<file path="src/rtl/i2c_reg_seq_if.sv">
// Request/response and byte-master signals of the register sequencer.
// The slave modport is the sequencer; master is the requester plus byte master.
interface i2c_reg_seq_if;
    logic       req_valid;
    logic       req_ready;
    logic       req_rnw;
    logic [6:0] req_addr;
    logic [7:0] req_reg;
    logic [7:0] req_wdata;
    logic       rsp_valid;
    logic [1:0] rsp_err;
    logic [7:0] rsp_rdata;
    logic [4:0] m_cmd;
    logic [7:0] m_dat;
    logic       m_ws;
    logic [3:0] m_stat;
    logic [7:0] m_dat_in;

    modport slave (
        input  req_valid, req_rnw, req_addr, req_reg, req_wdata, m_stat, m_dat_in,
        output req_ready, rsp_valid, rsp_err, rsp_rdata, m_cmd, m_dat, m_ws
    );

    modport master (
        output req_valid, req_rnw, req_addr, req_reg, req_wdata, m_stat, m_dat_in,
        input  req_ready, rsp_valid, rsp_err, rsp_rdata, m_cmd, m_dat, m_ws
    );
endinterface

</file>
<file path="src/rtl/i2c_reg_seq.sv">
// I2C register-access sequencer: expands one register read/write request into
// byte-master commands, handles NACK (recovery STOP) and arbitration-loss retry.
module i2c_reg_seq #(
    parameter int ALO_RETRIES = 3,
    parameter int BACKOFF_CYC = 256
) (
    input  logic         clk,
    input  logic         rst,
    i2c_reg_seq_if.slave bus
);
    localparam int RW = (ALO_RETRIES < 1) ? 1 : $clog2(ALO_RETRIES + 1);
    localparam int BW = (BACKOFF_CYC < 1) ? 1 : $clog2(BACKOFF_CYC + 1);
    localparam logic [RW-1:0] RETRY_MAX = RW'(ALO_RETRIES);
    localparam logic [BW-1:0] BO_LOAD   = BW'(BACKOFF_CYC);

    localparam logic [4:0] C_STRT = 5'b00001;
    localparam logic [4:0] C_STOP = 5'b00010;
    localparam logic [4:0] C_READ = 5'b00100;
    localparam logic [4:0] C_WRTE = 5'b01000;
    localparam logic [4:0] C_NACK = 5'b10000;

    typedef enum logic [3:0] {
        IDLE, ISSUE, SETTLE, WAIT, CHECK, RSTOP, RSTOP_W, BACKOFF, RESP
    } state_t;

    state_t        state_q, state_d;
    logic [1:0]    step_q, step_d;
    logic [RW-1:0] retry_q, retry_d;
    logic [BW-1:0] bo_q, bo_d;
    logic          rnw_q, rnw_d;
    logic [6:0]    addr_q, addr_d;
    logic [7:0]    rreg_q, rreg_d;
    logic [7:0]    wdata_q, wdata_d;
    logic          stop_q, stop_d;
    logic [1:0]    err_q, err_d;
    logic [7:0]    rdata_q, rdata_d;
    logic          req_ready_q, req_ready_d;
    logic          rsp_valid_q, rsp_valid_d;
    logic [1:0]    rsp_err_q, rsp_err_d;
    logic [7:0]    rsp_rdata_q, rsp_rdata_d;
    logic [4:0]    m_cmd_q, m_cmd_d;
    logic [7:0]    m_dat_q, m_dat_d;
    logic          m_ws_q, m_ws_d;

    logic [4:0] tbl_cmd;
    logic [7:0] tbl_dat;
    logic       last;
    logic       bsy, st_err, st_alo, st_ack;

    assign bsy    = bus.m_stat[0];
    assign st_err = bus.m_stat[1];
    assign st_alo = bus.m_stat[2];
    assign st_ack = bus.m_stat[3];

    assign bus.req_ready = req_ready_q;
    assign bus.rsp_valid = rsp_valid_q;
    assign bus.rsp_err   = rsp_err_q;
    assign bus.rsp_rdata = rsp_rdata_q;
    assign bus.m_cmd     = m_cmd_q;
    assign bus.m_dat     = m_dat_q;
    assign bus.m_ws      = m_ws_q;

    // Step table; reads differ from writes only from step 2 on (repeated start).
    always_comb begin
        tbl_cmd = C_WRTE;
        tbl_dat = rreg_q;
        case (step_q)
            2'd0: begin tbl_cmd = C_STRT | C_WRTE; tbl_dat = {addr_q, 1'b0}; end
            2'd1: begin tbl_cmd = C_WRTE;          tbl_dat = rreg_q;         end
            2'd2: begin
                if (rnw_q) begin tbl_cmd = C_STRT | C_WRTE; tbl_dat = {addr_q, 1'b1}; end
                else       begin tbl_cmd = C_WRTE | C_STOP; tbl_dat = wdata_q;        end
            end
            default: begin tbl_cmd = C_READ | C_NACK | C_STOP; tbl_dat = 8'hff; end
        endcase
        last = rnw_q ? (step_q == 2'd3) : (step_q == 2'd2);
    end

    always_comb begin
        state_d     = state_q;
        step_d      = step_q;
        retry_d     = retry_q;
        bo_d        = bo_q;
        rnw_d       = rnw_q;
        addr_d      = addr_q;
        rreg_d      = rreg_q;
        wdata_d     = wdata_q;
        stop_d      = stop_q;
        err_d       = err_q;
        rdata_d     = rdata_q;
        req_ready_d = req_ready_q;
        rsp_valid_d = 1'b0;
        rsp_err_d   = rsp_err_q;
        rsp_rdata_d = rsp_rdata_q;
        m_cmd_d     = m_cmd_q;
        m_dat_d     = m_dat_q;
        m_ws_d      = 1'b0;
        case (state_q)
            IDLE: begin
                req_ready_d = 1'b1;
                if (bus.req_valid && req_ready_q) begin
                    rnw_d       = bus.req_rnw;
                    addr_d      = bus.req_addr;
                    rreg_d      = bus.req_reg;
                    wdata_d     = bus.req_wdata;
                    step_d      = 2'd0;
                    err_d       = 2'd0;
                    req_ready_d = 1'b0;
                    state_d     = ISSUE;
                end
            end
            // Strobe is raised only after seeing the master idle, then dropped.
            ISSUE, RSTOP: begin
                m_cmd_d = (state_q == RSTOP) ? C_STOP : tbl_cmd;
                m_dat_d = (state_q == RSTOP) ? 8'h00  : tbl_dat;
                m_ws_d  = !m_ws_q && !bsy;
                if (m_ws_q) begin
                    stop_d  = (state_q == RSTOP);
                    state_d = SETTLE;
                end
            end
            SETTLE: state_d = WAIT;
            WAIT: begin
                if (!bsy) state_d = stop_q ? RSTOP_W : CHECK;
            end
            CHECK: begin
                if (st_alo) begin
                    if (retry_q < RETRY_MAX) begin
                        retry_d = retry_q + RW'(1);
                        bo_d    = BO_LOAD;
                        state_d = BACKOFF;
                    end else begin
                        err_d   = 2'd2;
                        state_d = RESP;
                    end
                end else if (st_err) begin
                    err_d   = 2'd3;
                    state_d = RSTOP;
                end else if (!last && !st_ack) begin
                    err_d   = 2'd1;
                    state_d = RSTOP;
                end else if (last && !rnw_q) begin
                    // STOP already rode along with the final write byte.
                    err_d   = st_ack ? 2'd0 : 2'd1;
                    state_d = RESP;
                end else if (last) begin
                    rdata_d = bus.m_dat_in;
                    err_d   = 2'd0;
                    state_d = RESP;
                end else begin
                    step_d  = step_q + 2'd1;
                    state_d = ISSUE;
                end
            end
            RSTOP_W: begin
                stop_d  = 1'b0;
                state_d = RESP;
            end
            BACKOFF: begin
                if (bo_q <= BW'(1)) begin
                    step_d  = 2'd0;
                    state_d = ISSUE;
                end else begin
                    bo_d = bo_q - BW'(1);
                end
            end
            RESP: begin
                rsp_valid_d = 1'b1;
                rsp_err_d   = err_q;
                if (rnw_q && err_q == 2'd0) rsp_rdata_d = rdata_q;
                retry_d     = '0;
                req_ready_d = 1'b1;
                state_d     = IDLE;
            end
            default: state_d = IDLE;
        endcase
    end

    always_ff @(posedge clk or posedge rst) begin
        if (rst) begin
            state_q     <= IDLE;
            step_q      <= 2'd0;
            retry_q     <= '0;
            bo_q        <= '0;
            rnw_q       <= 1'b0;
            addr_q      <= 7'd0;
            rreg_q      <= 8'd0;
            wdata_q     <= 8'd0;
            stop_q      <= 1'b0;
            err_q       <= 2'd0;
            rdata_q     <= 8'd0;
            req_ready_q <= 1'b0;
            rsp_valid_q <= 1'b0;
            rsp_err_q   <= 2'd0;
            rsp_rdata_q <= 8'd0;
            m_cmd_q     <= 5'd0;
            m_dat_q     <= 8'd0;
            m_ws_q      <= 1'b0;
        end else begin
            state_q     <= state_d;
            step_q      <= step_d;
            retry_q     <= retry_d;
            bo_q        <= bo_d;
            rnw_q       <= rnw_d;
            addr_q      <= addr_d;
            rreg_q      <= rreg_d;
            wdata_q     <= wdata_d;
            stop_q      <= stop_d;
            err_q       <= err_d;
            rdata_q     <= rdata_d;
            req_ready_q <= req_ready_d;
            rsp_valid_q <= rsp_valid_d;
            rsp_err_q   <= rsp_err_d;
            rsp_rdata_q <= rsp_rdata_d;
            m_cmd_q     <= m_cmd_d;
            m_dat_q     <= m_dat_d;
            m_ws_q      <= m_ws_d;
        end
    end
endmodule

</file>
<file path="src/flat_wrapper.sv">
// flat-port wrapper written by rule: the top's interface ports become plain ports
module i2c_reg_seq_flat 
#(
    parameter int ALO_RETRIES = 3,
    parameter int BACKOFF_CYC = 256
)
  (clk, rst, bus_req_valid, bus_req_rnw, bus_req_addr, bus_req_reg, bus_req_wdata, bus_m_stat, bus_m_dat_in, bus_req_ready, bus_rsp_valid, bus_rsp_err, bus_rsp_rdata, bus_m_cmd, bus_m_dat, bus_m_ws);
  i2c_reg_seq_if bus_i ();
  input  logic clk;
  input  logic rst;
  input wire logic [$bits(bus_i.req_valid)-1:0] bus_req_valid;
  input wire logic [$bits(bus_i.req_rnw)-1:0] bus_req_rnw;
  input wire logic [$bits(bus_i.req_addr)-1:0] bus_req_addr;
  input wire logic [$bits(bus_i.req_reg)-1:0] bus_req_reg;
  input wire logic [$bits(bus_i.req_wdata)-1:0] bus_req_wdata;
  input wire logic [$bits(bus_i.m_stat)-1:0] bus_m_stat;
  input wire logic [$bits(bus_i.m_dat_in)-1:0] bus_m_dat_in;
  output wire logic [$bits(bus_i.req_ready)-1:0] bus_req_ready;
  output wire logic [$bits(bus_i.rsp_valid)-1:0] bus_rsp_valid;
  output wire logic [$bits(bus_i.rsp_err)-1:0] bus_rsp_err;
  output wire logic [$bits(bus_i.rsp_rdata)-1:0] bus_rsp_rdata;
  output wire logic [$bits(bus_i.m_cmd)-1:0] bus_m_cmd;
  output wire logic [$bits(bus_i.m_dat)-1:0] bus_m_dat;
  output wire logic [$bits(bus_i.m_ws)-1:0] bus_m_ws;
  assign bus_i.req_valid = bus_req_valid;
  assign bus_i.req_rnw = bus_req_rnw;
  assign bus_i.req_addr = bus_req_addr;
  assign bus_i.req_reg = bus_req_reg;
  assign bus_i.req_wdata = bus_req_wdata;
  assign bus_i.m_stat = bus_m_stat;
  assign bus_i.m_dat_in = bus_m_dat_in;
  assign bus_req_ready = bus_i.req_ready;
  assign bus_rsp_valid = bus_i.rsp_valid;
  assign bus_rsp_err = bus_i.rsp_err;
  assign bus_rsp_rdata = bus_i.rsp_rdata;
  assign bus_m_cmd = bus_i.m_cmd;
  assign bus_m_dat = bus_i.m_dat;
  assign bus_m_ws = bus_i.m_ws;
  i2c_reg_seq #(.ALO_RETRIES(ALO_RETRIES), .BACKOFF_CYC(BACKOFF_CYC)) u_core (.clk(clk), .rst(rst), .bus(bus_i));
endmodule
</file>
<file path="config.mk">
export PLATFORM = sky130hd
export DESIGN_NAME = i2c_reg_seq_flat
export DESIGN_NICKNAME = d
export VERILOG_FILES = /design/src/rtl/i2c_reg_seq_if.sv /design/src/rtl/i2c_reg_seq.sv /design/src/flat_wrapper.sv
export SDC_FILE = /design/constraint.sdc
export NUM_CORES = 1
export LEC_CHECK = 0
export BUFFER_PORTS_ARGS = -buffer_cell sky130_fd_sc_hd__buf_2
export CORE_ASPECT_RATIO = 0.9
export CORE_MARGIN = 2
export CORE_UTILIZATION = 40
export CTS_CLUSTER_SIZE = 12
export DETAILED_ROUTE_END_ITERATION = 12
export GPL_TIMING_DRIVEN = 1
export PLACE_DENSITY_LB_ADDON = 0.25
export SLEW_MARGIN = 20
export SYNTH_ARGS = -nofsm -noshare
export SYNTH_HDL_FRONTEND = slang
export SYNTH_SLANG_ARGS = --single-unit
</file>
<file path="constraint.sdc">
create_clock -name clk -period 3.1 [get_ports clk]
set_input_delay 0.465 -clock clk [delete_from_list [all_inputs] [get_ports clk]]
set_output_delay 0.465 -clock clk [all_outputs]
set_load 0.1 [all_outputs]
</file>
==> impl_metrics.csv <==
group,metric,value,unit
status,status,"finished clean",
clock_network,h-tree-depth,3,
worst_setup_path,critPathMaxFanout,14,
timing,slew_viol_final,0,
grt,grt_pass1_vias,2540,
worst_setup_path,crit_slowest_cell,"ha_1",
worst_setup_path,crit_required,3.33,ns
worst_setup_path,cp_slowest_stage_delay,0.58,ns
floorplanning,core_area,9000,µm²
layout,multiInputGateArea,1560,µm²
place,gp_congestion,0.845,
floorplanning,dieArea,9900,µm²
synth,muxShareOfSynthArea,13.8,%
route,final_antenna_net_count,0,
timing,fin_crit,2.05,ns
synth,synthTopCellsByArea,"dfrtp_1, mux2_2, a21oi_1",
synth,synthSimpleGateAreaFrac,13.8,%
route,vias,2585,
synth,syn_area,3650,µm²
worst_setup_path,reg2reg_slack,1.05,ns
power,p_seq_share,40.5,%
synth,synth_top_area_share,52.8,%
layout,fillers,903,
timing,tightest_slew,0.746,ns
worst_setup_path,critPathKind,"register to register",
power,switching_share,44.4,%
synth,ys_async_sr_fraction,100,%
worst_setup_path,r2r-end,"u_core.state_q[0]",
timing,setup_tns,0,ns
timing,finalHoldViolCount,0,
synth,synth_edf_count,0,
clock_network,cts_buffer_depth,2,
place,hpwl,5220,µm
clock_network,numCtsBuffers,9,
floorplanning,die_h,94.6,µm
timing,max_slew_margin,50.2,%
synth,synth-seq-area-share,52.8,%
worst_setup_path,critPathCaptureType,"register",
synth,synth_top_family_by_area,"simple AND/OR/NAND/NOR gates",
power,leakage,0.00200,µW
worst_setup_path,arrival,2.28,ns
layout,antennaDiodeCount,0,
route,first_pass_iters,4,
timing,max_freq,0.488,GHz
power,p_int,2360,µW
flow_run,maxCapViolations,0,
floorplanning,initial_utilization,40.5,%
worst_setup_path,crit_path_start_kind,"register",
clock_network,clkTransAtPathRegs,0.08,ns
grt,overflow,0,
synth,synth_compound_area_share,12.4,%
route,wl_per_cell,15.3,µm
timing,fin_skew,0.00767,ns
clock_network,root_buffer,"clkbuf_8",
layout,drive_gt1_share,36.8,%
timing,setup_viol,0,
route,drc,0,
synth,syn_area_per_cell,11.9,µm²
synth,yosysMostFrequentCell,"dfrtp_1",
floorplanning,rows,33,
synth,synthFlopType,"dfrtp_1",
layout,syn_to_final_growth,15.9,%
synth,ys_ff_latch,77,
synth,synthesis.nets,353,
clock_network,tritoncts,"yes",
min_path,hp-class,"input port to asynchronous set/reset pin",
power,total_power,4240,µW
clock_network,cts_num_sinks,77,
power,pwr-share-clk,18.1,%
layout,layout.nets,412,
layout,seq_area,1930,µm²
clock_network,insertion_delay,0.34,ns
worst_setup_path,crit_end,"u_core.state_q[0]",
place,io_buffers,64,
synth,yosysTopAreaCell,"dfrtp_1",
worst_setup_path,reg2regPathDepth,5,
clock_network,cts_resized,0,
power,ir_drop,0.692,mV
synth,synth_fa_ha_area_share,2.40,%
synth,synth_common_cells,"dfrtp_1, mux2_2, a21oi_1",
grt,grt_use_total,16.3,%
synth,synth-xor-area-share,0.240,%
clock_network,cts_setup_buffers,0,
synth,synth_warnings,0,
power,p_comb_share,41.4,%
worst_setup_path,r2r_start,"u_core.step_q[0]",
route,drt_iter0_drc,109,
synth,synthCells,307,
timing,rsz0062_at_grt,"false",
route,routed_wl,7520,µm
timing,fin_crit_sh,66.1,%
grt,grt_pass1_wl,12700,µm
power,p_sw,1890,µW
worst_setup_path,startpoint,"u_core.step_q[0]",
floorplanning,die_x,105,µm
synth,synth.distinct_cells,52,
grt,grt_max_degree,44,
worst_setup_path,path_cells,"ha_1 > mux2i_1 > o31ai_1 > nand2_1 > a31o_2",
floorplanning,io_pins,65,
power,power_density,1000,nW/µm²
clock_network,hold_buffers,0,
grt,antenna_found_initial,0,
route,via_per_inst,5.25,
area by class of cell:
class / count / share of cell area [%]
Clock inverter: 4 / 1.12
Multi-Input combinational cell: 200 / 36.8
Tap cell: 122 / 3.61
Inverter: 12 / 1.07
Sequential cell: 77 / 45.6
Clock buffer: 11 / 3.58
Timing Repair Buffer: 66 / 8.23
stage by stage:
stage,worst slack (ns),instance area (µm²),utilization (%),instances,hold WS [ns]
after floorplan,0.668,3650,-,307,0.458
after global placement,1.09,4030,44.7,477,0.458
after detailed placement,1.06,4030,44.7,477,0.468
after CTS,1.01,4230,47.0,492,0.286
after global routing,0.832,4230,47.0,492,0.317
final,1.05,4230,47.0,492,0.250
worst min-delay path by stage:
stage                                    endpoint           startpoint  cells past startpoint  slack [ns]
after detailed placement      u_core.bus.m_cmd[3]  u_core.bus.m_cmd[3]                      1        0.47
after global routing      u_core.bus.rsp_rdata[5]                  rst                      2        0.32
final                           u_core.rdata_q[5]                  rst                      2        0.25
after floorplan                  u_core.addr_q[2]     u_core.addr_q[2]                      1        0.46
after global placement        u_core.bus.m_dat[0]  u_core.bus.m_dat[0]                      1        0.46
after CTS                       u_core.state_q[2]                  rst                      2        0.29
placed cells by master (no fill, tap or decap), types with 4 or more instances in the layout:
master,n
a21oi_1,20
a221o_1,7
buf_2,64
clkbuf_8,11
dfrtp_1,77
ha_1,7
inv_1,10
mux2_2,41
nand2_1,19
nand3_1,4
nor2_1,14
nor2b_1,4
nor3_1,6
o21ai_0,18
o31ai_1,4
or3_1,4
or4_1,4
metal layers:
layer,up-vias,global-route usage [%],share of wire (%)
met2,46,26.1,49
met5,-,0,0
met3,6,3.59,3.6
li1,1234,-,-
met4,0,6.22,1.2
met1,1299,21.8,47
logic make-up after synthesis:
logic type	Yosys count
flip-flops	77
adder cells (fa/ha/maj)	7
AND/OR/NAND/NOR	78
XOR/XNOR	1
multiplexers	45
buffers and inverters	30
AO/OA/AOI/OAI	69
state kept, by name (all words and copies together) (netlist names), 4 cells and up:
name                  flops
u_core.addr_q             7
u_core.bo_q               9
u_core.bus.m_cmd          4
u_core.bus.m_dat          8
u_core.bus.rsp_rdata      8
u_core.rdata_q            8
u_core.rreg_q             8
u_core.state_q            4
u_core.wdata_q            8
critical path, delay by kind of cell (launching register included):
family	cells	cell delay, ns
adder cells (fa/ha/maj)	1	0.58
AO/OA/AOI/OAI	2	0.57
multiplexers	1	0.26
AND/OR/NAND/NOR	1	0.13
flip-flops	1	0.41
power groups by stage:
stage | Combinational [µW] | Sequential, µW | Clock (µW)
3_5_place_dp | 1770 | 1740 | 0
3_3_place_gp | 1740 | 1720 | 0
2_1_floorplan | 1040 | 2140 | 0
5_1_grt | 1910 | 1780 | 839
4_1_cts | 1770 | 1720 | 785
6_report | 1760 | 1720 | 770
(Power assumes the default switching activity.)
